$ cat src/rtl/ara_pkg.sv
// Shared types and encodings for the CVA6 accelerator predecode buffer.
package ara_pkg;

    typedef struct packed {
        logic accel;
        logic rs1;
        logic rs2;
        logic rd;
        logic fs1;
        logic fs2;
        logic fd;
        logic vfp;
        logic load;
        logic store;
        logic cfg;
    } predecode_flags_t;

    typedef struct packed {
        logic [31:0]      instr;
        predecode_flags_t flags;
    } fifo_entry_t;

    localparam logic [6:0] OpcodeVec     = 7'b1010111;
    localparam logic [6:0] OpcodeLoadFp  = 7'b0000111;
    localparam logic [6:0] OpcodeStoreFp = 7'b0100111;
    localparam logic [6:0] OpcodeSystem  = 7'b1110011;
    localparam logic [6:0] OpcodeAmo     = 7'b0101111;

    localparam logic [2:0] OPIVV = 3'b000;
    localparam logic [2:0] OPFVV = 3'b001;
    localparam logic [2:0] OPMVV = 3'b010;
    localparam logic [2:0] OPIVI = 3'b011;
    localparam logic [2:0] OPIVX = 3'b100;
    localparam logic [2:0] OPFVF = 3'b101;
    localparam logic [2:0] OPMVX = 3'b110;
    localparam logic [2:0] OPCFG = 3'b111;

    localparam logic [5:0] VWXUNARY0    = 6'b010000;
    localparam logic [5:0] VFWUNARY0    = 6'b010000;
    localparam logic [6:0] VSETVL_FUNC7 = 7'b1000000;

    // Legal {mew,width} encodings of vector loads/stores sharing the FP opcodes
    localparam int unsigned NumMemEnc = 8;
    localparam logic [NumMemEnc-1:0][3:0] VecMemEnc = {
        4'b0000, 4'b0101, 4'b0110, 4'b0111,
        4'b1000, 4'b1101, 4'b1110, 4'b1111
    };

    localparam int unsigned NumVecCsr = 7;
    localparam logic [NumVecCsr-1:0][11:0] VecCsr = {
        12'h008, 12'h009, 12'h00A, 12'h00F,
        12'hC20, 12'hC21, 12'hC22
    };

    function automatic logic is_vec_mem_enc(input logic [3:0] enc);
        logic hit;
        hit = 1'b0;
        for (int unsigned i = 0; i < NumMemEnc; i++) begin
            if (VecMemEnc[i] == enc) hit = 1'b1;
        end
        return hit;
    endfunction

    function automatic logic is_vec_csr(input logic [11:0] csr);
        logic hit;
        hit = 1'b0;
        for (int unsigned i = 0; i < NumVecCsr; i++) begin
            if (VecCsr[i] == csr) hit = 1'b1;
        end
        return hit;
    endfunction

endpackage

$ cat src/rtl/cva6_accel_predecode_unit.sv
// Combinational first-pass decode of one instruction into predecode flags.
// ARA_VAMO_PREDECODE_EN routes vector AMOs to the accelerator.
module cva6_accel_predecode_unit
    import ara_pkg::*;
(
    input  logic [31:0]      instr,
    output predecode_flags_t flags_c
);

    logic [6:0] opcode;
    logic [2:0] funct3;
    logic [5:0] func6;
    logic [6:0] func7;
    logic       unused_fields;

    assign opcode        = instr[6:0];
    assign funct3        = instr[14:12];
    assign func6         = instr[31:26];
    assign func7         = instr[31:25];
    assign unused_fields = ^{instr[19:15], instr[11:7]};

    always_comb begin
        flags_c = '0;
        case (opcode)
            OpcodeVec: begin
                flags_c.accel = 1'b1;
                case (funct3)
                    OPFVV: begin
                        flags_c.vfp = 1'b1;
                        flags_c.fd  = (func6 == VFWUNARY0);
                    end
                    OPMVV: flags_c.rd = (func6 == VWXUNARY0);
                    OPIVX, OPMVX: flags_c.rs1 = 1'b1;
                    OPFVF: begin
                        flags_c.fs1 = 1'b1;
                        flags_c.vfp = 1'b1;
                    end
                    OPCFG: begin
                        flags_c.rs1 = 1'b1;
                        flags_c.rd  = 1'b1;
                        flags_c.cfg = 1'b1;
                        flags_c.rs2 = (func7 == VSETVL_FUNC7);
                    end
                    default: ;
                endcase
            end
            // Scalar FP loads/stores fall through with all flags clear
            OpcodeLoadFp, OpcodeStoreFp: begin
                if (is_vec_mem_enc({instr[28], funct3})) begin
                    flags_c.accel = 1'b1;
                    flags_c.rs1   = 1'b1;
                    flags_c.rs2   = (instr[27:26] == 2'b10);
                    flags_c.load  = (opcode == OpcodeLoadFp);
                    flags_c.store = (opcode == OpcodeStoreFp);
                end
            end
            OpcodeSystem: begin
                if ((funct3 inside {3'b001, 3'b010, 3'b011, 3'b101, 3'b110, 3'b111})
                    && is_vec_csr(instr[31:20])) begin
                    flags_c.accel = 1'b1;
                    flags_c.rs1   = 1'b1;
                    flags_c.rs2   = 1'b1;
                    flags_c.rd    = 1'b1;
                end
            end
`ifdef ARA_VAMO_PREDECODE_EN
            OpcodeAmo: begin
                if (funct3 inside {3'b000, 3'b101, 3'b110, 3'b111}) begin
                    flags_c.accel = 1'b1;
                    flags_c.rs1   = 1'b1;
                end
            end
`endif
            default: ;
        endcase
    end

endmodule

$ cat src/rtl/cva6_accel_predecode_buffer.sv
// Predecoding instruction FIFO with outstanding-credit and vset* serialisation gating.
// ARA_VAMO_PREDECODE_EN (in the predecode unit) makes vector AMOs count as accelerator ops.
module cva6_accel_predecode_buffer
    import ara_pkg::*;
#(
    parameter int unsigned Depth          = 4,
    parameter int unsigned MaxOutstanding = 8,
    parameter int unsigned CntWidth       = $clog2(MaxOutstanding + 1)
) (
    input  logic                clk_i,
    input  logic                rst_ni,
    input  logic                flush_i,
    input  logic [31:0]         instr_i,
    input  logic                instr_valid_i,
    output logic                instr_ready_o,
    output logic [31:0]         out_instr_o,
    output predecode_flags_t    out_flags_o,
    output logic                out_valid_o,
    input  logic                out_ready_i,
    input  logic                accel_done_i,
    input  logic                vcfg_done_i,
    output logic [CntWidth-1:0] outstanding_o,
    output logic                vcfg_pending_o
);

    localparam int unsigned PtrWidth = (Depth > 1) ? $clog2(Depth) : 1;
    localparam int unsigned PtrFull  = PtrWidth + 1;

    typedef enum logic {IDLE, WAIT_CFG} vcfg_state_e;

    fifo_entry_t        mem [Depth];
    logic [PtrWidth:0]  wr_ptr, rd_ptr;
    fifo_entry_t        head;
    predecode_flags_t   dec_flags;
    vcfg_state_e        state;
    logic               full, empty, gated, push, pop, pop_accel;

    cva6_accel_predecode_unit u_predecode (
        .instr   (instr_i),
        .flags_c (dec_flags)
    );

    assign full  = (wr_ptr[PtrWidth] != rd_ptr[PtrWidth])
                && (wr_ptr[PtrWidth-1:0] == rd_ptr[PtrWidth-1:0]);
    assign empty = (wr_ptr == rd_ptr);
    assign head  = mem[rd_ptr[PtrWidth-1:0]];

    // Only accelerator heads wait on credits or a pending vset*; scalars always flow
    assign gated = head.flags.accel
                && ((outstanding_o == CntWidth'(MaxOutstanding)) || vcfg_pending_o);

    assign instr_ready_o  = !full;
    assign out_valid_o    = !empty && !gated;
    assign out_instr_o    = head.instr;
    assign out_flags_o    = head.flags;
    assign vcfg_pending_o = (state == WAIT_CFG);

    assign push      = instr_valid_i && !full;
    assign pop       = out_valid_o && out_ready_i;
    assign pop_accel = pop && head.flags.accel;

    // Storage and pointers; flush drops the FIFO contents including a same-cycle push
    always_ff @(posedge clk_i or negedge rst_ni) begin
        if (!rst_ni) begin
            wr_ptr <= '0;
            rd_ptr <= '0;
            for (int unsigned i = 0; i < Depth; i++) mem[i] <= '0;
        end else if (flush_i) begin
            wr_ptr <= '0;
            rd_ptr <= '0;
        end else begin
            if (push) begin
                mem[wr_ptr[PtrWidth-1:0]] <= '{instr: instr_i, flags: dec_flags};
                wr_ptr <= wr_ptr + PtrFull'(1);
            end
            if (pop) rd_ptr <= rd_ptr + PtrFull'(1);
        end
    end

    // Issued-but-uncompleted accelerator instructions; flush leaves them alone
    always_ff @(posedge clk_i or negedge rst_ni) begin
        if (!rst_ni) begin
            outstanding_o <= '0;
        end else if (pop_accel && !accel_done_i) begin
            outstanding_o <= outstanding_o + CntWidth'(1);
        end else if (!pop_accel && accel_done_i && (outstanding_o != '0)) begin
            outstanding_o <= outstanding_o - CntWidth'(1);
        end
    end

    always_ff @(posedge clk_i or negedge rst_ni) begin
        if (!rst_ni) begin
            state <= IDLE;
        end else begin
            case (state)
                IDLE:     if (pop && head.flags.cfg) state <= WAIT_CFG;
                WAIT_CFG: if (vcfg_done_i) state <= IDLE;
                default:  state <= IDLE;
            endcase
        end
    end

    a_no_done_underflow: assert property (@(posedge clk_i) disable iff (!rst_ni)
        !(accel_done_i && !pop_accel && (outstanding_o == '0)));

endmodule

$ cat config.mk
export PLATFORM = sky130hd
export DESIGN_NAME = cva6_accel_predecode_buffer
export DESIGN_NICKNAME = d
export VERILOG_FILES = /design/src/rtl/ara_pkg.sv /design/src/rtl/cva6_accel_predecode_unit.sv /design/src/rtl/cva6_accel_predecode_buffer.sv
export SDC_FILE = /design/constraint.sdc
export NUM_CORES = 1
export LEC_CHECK = 0
export ABC_AREA = 1
export BUFFER_PORTS_ARGS = -buffer_cell sky130_fd_sc_hd__buf_2
export CORE_MARGIN = 3
export CORE_UTILIZATION = 54
export CTS_BUF_LIST = sky130_fd_sc_hd__clkbuf_4 sky130_fd_sc_hd__clkbuf_8
export CTS_CLUSTER_DIAMETER = 120
export DETAILED_ROUTE_END_ITERATION = 8
export PLACE_DENSITY = 0.77
export SYNTH_ARGS = -nofsm -noshare
export SYNTH_HDL_FRONTEND = slang
export SYNTH_SLANG_ARGS = --single-unit
export TNS_END_PERCENT = 1
$ cat constraint.sdc
create_clock -name clk_i -period 2.8 [get_ports clk_i]
set_clock_uncertainty 0.05 [all_clocks]
set_input_delay 0.56 -clock clk_i [delete_from_list [all_inputs] [get_ports clk_i]]
set_output_delay 0.56 -clock clk_i [all_outputs]
set_load 0.01 [all_outputs]
* Word level (Yosys, flattened, before mapping)
Index checks and enable logic that the tools add are counted.
** Storage, ports and cells
- Bits of input ports :: 39
- Output and inout bits :: 50
- Register bits after elaboration :: 183
** Cells by class
- Muxes and demuxes :: 48
- $add $sub $neg :: 4
- Order comparisons :: 3
- Bitwise operators :: 4
- Equal/unequal tests :: 32
- Reductions and logical operators :: 28
** Operator list (number)
- 172-bit bitwise mux :: 1
- 43-bit two-way mux :: 3
- 43-bit binary-select mux with 2-bit select :: 1
- 43-bit demux with 2-bit select :: 1
- 4-bit by 12-bit equality test with 1-bit output, first input constant :: 4
- 12-bit equality test, first input constant :: 3
- 1-bit two-way mux :: 27
- 7-bit equality test, second input constant :: 3
- 4-bit equality test, first input constant :: 4
- 3-bit two-way mux :: 5
- 3-bit equality test, second input constant :: 4
- 3-bit by 4-bit equality test with 1-bit output, first input constant :: 3
- 1-bit logical AND :: 12
- 4-bit two-way mux :: 3
- 3-bit case mux with 3 select lines :: 1
- 7-bit by 3-bit equality test with 1-bit output, second input constant :: 1
- 7-bit by 6-bit equality test with 1-bit output, second input constant :: 1
- 3-bit by 1-bit adder with 3-bit output, second input constant :: 2
- 3-bit by 2-bit equality test with 1-bit output, second input constant :: 2
- 6-bit by 5-bit equality test with 1-bit output, second input constant :: 1
- 3-bit greater-or-equal comparator, second input constant :: 2
- 2-bit two-way mux :: 3
- 2-bit inverter with 3-bit output :: 2
- 1-bit case mux with 2 select lines :: 3
- 19 further kinds :: 27

* Depth between registers and ports, before layout
- Depth after elaboration :: 14
- Gate-level depth with buffers :: 17

* Hierarchy
A second synthesis with hierarchy kept.
** Unflattened totals
- Cells, all modules :: 1017
- Area, all modules :: 8695.8 sq um
** Modules (own cells, without submodules)
- cva6_accel_predecode_buffer :: cells each 949, instances 1, area each 8350.5 sq um
- cva6_accel_predecode_unit :: cells each 68, instances 1, area each 345.3 sq um

* Worst setup path before layout
OpenSTA, ideal clock, no wires.
- Path kind :: register to register
- Start point :: register rd_ptr[0]
- End point :: register outstanding_o[3]
- Buffers on the path :: 1
- Setup slack :: 0.525 ns
- Setup time :: 0.117 ns
- Required time :: 2.633 ns
- Period minus slack after synthesis :: 2.275 ns
- Arrival time :: 2.108 ns
- Stages on the path, launching flop included :: 18
- Path through :: dfrtp_1 -> buf_2 -> nand2_1 -> nand2_1 -> nand2_1 -> nand2_1 -> nand4_1 -> inv_1 -> nand2_1 -> ha_1 -> nand2_1 -> nand2_1 -> a31oi_1 -> inv_1 -> nand3_1 -> nand2_1 -> nand2_1 -> nand2_1
** RTL lines
- start, declared :: line cva6_accel_predecode_buffer.sv:32 : logic [PtrWidth:0] wr_ptr, rd_ptr;
- start signal, assigned :: line cva6_accel_predecode_buffer.sv:76 : if (pop) rd_ptr <= rd_ptr + PtrFull'(1);
- end signal, assigned :: line cva6_accel_predecode_buffer.sv:85 : outstanding_o <= outstanding_o + CntWidth'(1);
- end signal, assigned :: line cva6_accel_predecode_buffer.sv:87 : outstanding_o <= outstanding_o - CntWidth'(1);
- end, declared :: line cva6_accel_predecode_buffer.sv:22 : output logic [CntWidth-1:0] outstanding_o,

* Worst setup path after layout
- Start point :: register rd_ptr[0]
- End point :: output port out_instr_o[31]
** On the way
- Cells in the longest elaborated chain, start to end :: 4
** Ends and longest elaborated chain
- 2-bit inverter with 3-bit output (implied by the code) :: line cva6_accel_predecode_buffer.sv:46 : assign head = mem[rd_ptr[PtrWidth-1:0]];
- 43-bit binary-select mux with 2-bit select :: line cva6_accel_predecode_buffer.sv:46
- 43-bit two-way mux (implied by the code) (2 in a row) :: line cva6_accel_predecode_buffer.sv:46
- end, declared :: line cva6_accel_predecode_buffer.sv:16 : output logic [31:0] out_instr_o,
Every way passes these cells. The select of a mux whose other input is x is not followed.

==> impl_results.md <==
* Status: finished clean
* Routed wire length at 22200 um
* Setup TNS at 0 ns
* Synth Cell Area at 0.00831 mm^2
* Starting Density at 56.1%
* Root Driver: clkbuf_8
* Post-CTS Resized at 0
* Synth warnings at 0
* CP Max Fanout at 72
* Slew @ Worst Pin at 0.697 ns
* Drt wl/cell at 17.0 um
* Synth area leader: dfrtp_1
* Maximum root-to-sink buffer count at 2
* First-pass DRT Iterations at 5
* Post-route ant nets at 0
* Worst Path Arrival at 2.05 ns
* DR DRC count at 0
* Yosys reg bits at 179
* Vias per cell at 5.62
* GRT Total Usage at 27.3%
* Max Cap Viol at 0
* Chip height at 130 um
* Number of DRC markers in iteration 0 at 709
* CTS tree: done
* Post-layout util at 63.2%
* Fin crit share at 94.8%
* Buffers added on ports at 87
* Fin nets at 1155
* Syn Inst Count at 1043
* CP Capture Type: primary output
* Core ar. at 0.0148 mm^2
* Post-Place Worst Slack at 0.320 ns
* # IOs at 89
* CTS Sinks at 179
* Worst VDD drop at 0.535 mV
* Die area at 0.0169 mm^2
* Fmax at 0.377 GHz
* Cell Pwr Density at 969 mW/mm^2
* Critical Path RT at 2.19 ns
* Worst-skew pair later-pin latency at 0.45 ns
* Final setup margin at 0.145 ns
* Final std cells w/o fill at 1306
* Hold WC Path Type: in2async
* Die X at 130 um
* Sequential fraction of the synthesis area at 53.9%
* Syn Nets at 1090
* P_leak at 4.93 nW
* Synth-to-Final Area Change at 12.6%
* Vias in the first global route at 7240
* Share of layout cells above drive strength 1 at 13.7%
* Pins Over Slew Limit at 0
* Clock slew at reported path FFs at 0.09 ns
* # Post-CTS Setup Buffers at 0
* Critical path class: reg2out
* Mean post-synth cell area at 7.97 um^2
* Initial antenna violation count at 3
* Row cnt at 44
* HPWL Detailed at 13200 um
* Placed cells at 1272
* Relative slew slack at 53.5%
* Hold Slack at 0.0643 ns
* Hold buffers post-CTS at 0
* Largest net degree at the start of global routing at 85
* CTS H-tree depth at 4
* CTS buffer count at 17
* Total congestion overflow at 0
* Synth area leaders: dfrtp_1 54%, nand2_1 18%, o21ai_0 9.6%, nor2_1 4.2%, o22ai_1 3.0%
* Gpl congestion at 0.834
* Yosys top cell area share at 53.9%
* Global-route wire length before repair at 36200 um
* Fin crit period at 2.66 ns
* Setup Viol. Count Final at 0
* Post-synth cell types at 31
* Final Hold Vio Count at 0
* CP startpoint kind: flop
* Vias at 7339
==> cells by family after synthesis <==
family | count (synthesis) | share of synthesized area [%]
xor gates and xnor gates | 4 | 0.421
buffers and inverters | 100 | 5.45
other | 1 | 0.0451
AOI/OAI and AO/OA | 208 | 13.3
DFF | 179 | 53.9
and+or+nand+nor | 542 | 25.5
adders and majority gates | 8 | 1.29
muxes | 1 | 0.120
==> stage by stage <==
step                power [mW]  cell area, um^2
floorplan                 5.90             8310
global placement          6.98             8880
detailed placement        7.08             8880
CTS                       9.00             9320
global route              9.74             9360
finish                    9.07             9360
==> per-layer routing <==
layer  vias up  global-route usage (%)  wire length [um]
met5         -                       0                27
met4         4                    7.82               377
met3        40                    6.92              1650
met2       255                    43.8             10500
met1      3546                    37.1              9580
li1       3494                       -                 -
==> power by group <==
group	switching [mW]	internal (mW)	leakage, nW
clock network	0.950	0.969	0.212
logic	2.04	1.27	2.39
registers	0.470	3.37	2.33
==> synthesized netlist by cell type <==
library cell and number:
nand2_1 407, ha_1 7, o21ai_0 159, xor2_1 3, nor3_1 3, nor2_4 2
clkbuf_1 31, a31oi_1 1, nand4_1 6, inv_2 5, mux2i_1 1, nand3_1 24
nor2_1 93, o22a_1 1, nor4_1 1, inv_4 1, buf_4 8, inv_1 34
a21oi_1 3, xnor2_1 1, fa_1 1, o21ai_1 1, conb_1 1, buf_2 18
nand2_2 5, o21a_1 2, o31ai_1 1, buf_6 3, nand4_2 1, o22ai_1 40
dfrtp_1 179
==> worst max-delay path, cell delays in order (launching register included) <==
cell and delay (ns):
dfrtp_2 0.60, buf_12 0.34, o21ai_0 0.14, o22ai_1 0.28
buf_2 0.20
==> state kept, by name (all words and copies together) (netlist names) <==
signal          count
outstanding_o       4
rd_ptr              3
vcfg_pending_o      1
mem               168
wr_ptr              3
==> final timing paths <==
path	from	slack (ns)	depth (start not counted)	end
min in group clk_i	vcfg_done_i	0.23	2	vcfg_pending_o
worst min register to register	mem[106]	0.43	2	mem[106]
max in group asynchronous	rst_ni	1.84	2	mem[170]
worst max-delay path	rd_ptr[0]	0.14	4	out_instr_o[31]
worst min-delay path	rst_ni	0.06	1	mem[81]
worst max register to register	rd_ptr[0]	0.17	17	outstanding_o[3]
==> cells in the final DEF, fill, tap and decap left out, types with 4 or more instances in the layout <==
master / instances
nand4_1: 6
dfrtp_1: 178
o21ai_0: 159
buf_4: 12
nand2_1: 407
buf_12: 4
clkbuf_8: 20
o22ai_1: 40
nand3_1: 24
buf_2: 86
nand2_2: 5
inv_1: 33
inv_2: 5
nor2_1: 93
ha_1: 7
==> cell type report <==
| cell class | count | area (um^2) |
|---|---|---|
| clock inverter | 11 | 149 |
| fill | 1284 | 5450 |
| tap | 184 | 230 |
| timing repair buffer | 106 | 676 |
| clock buffer | 21 | 283 |
| multi-input combinational | 764 | 3380 |
| inverter | 40 | 155 |
| sequential | 179 | 4480 |
| antenna | 1 | 2.50 |
(Power assumes the default switching activity.)
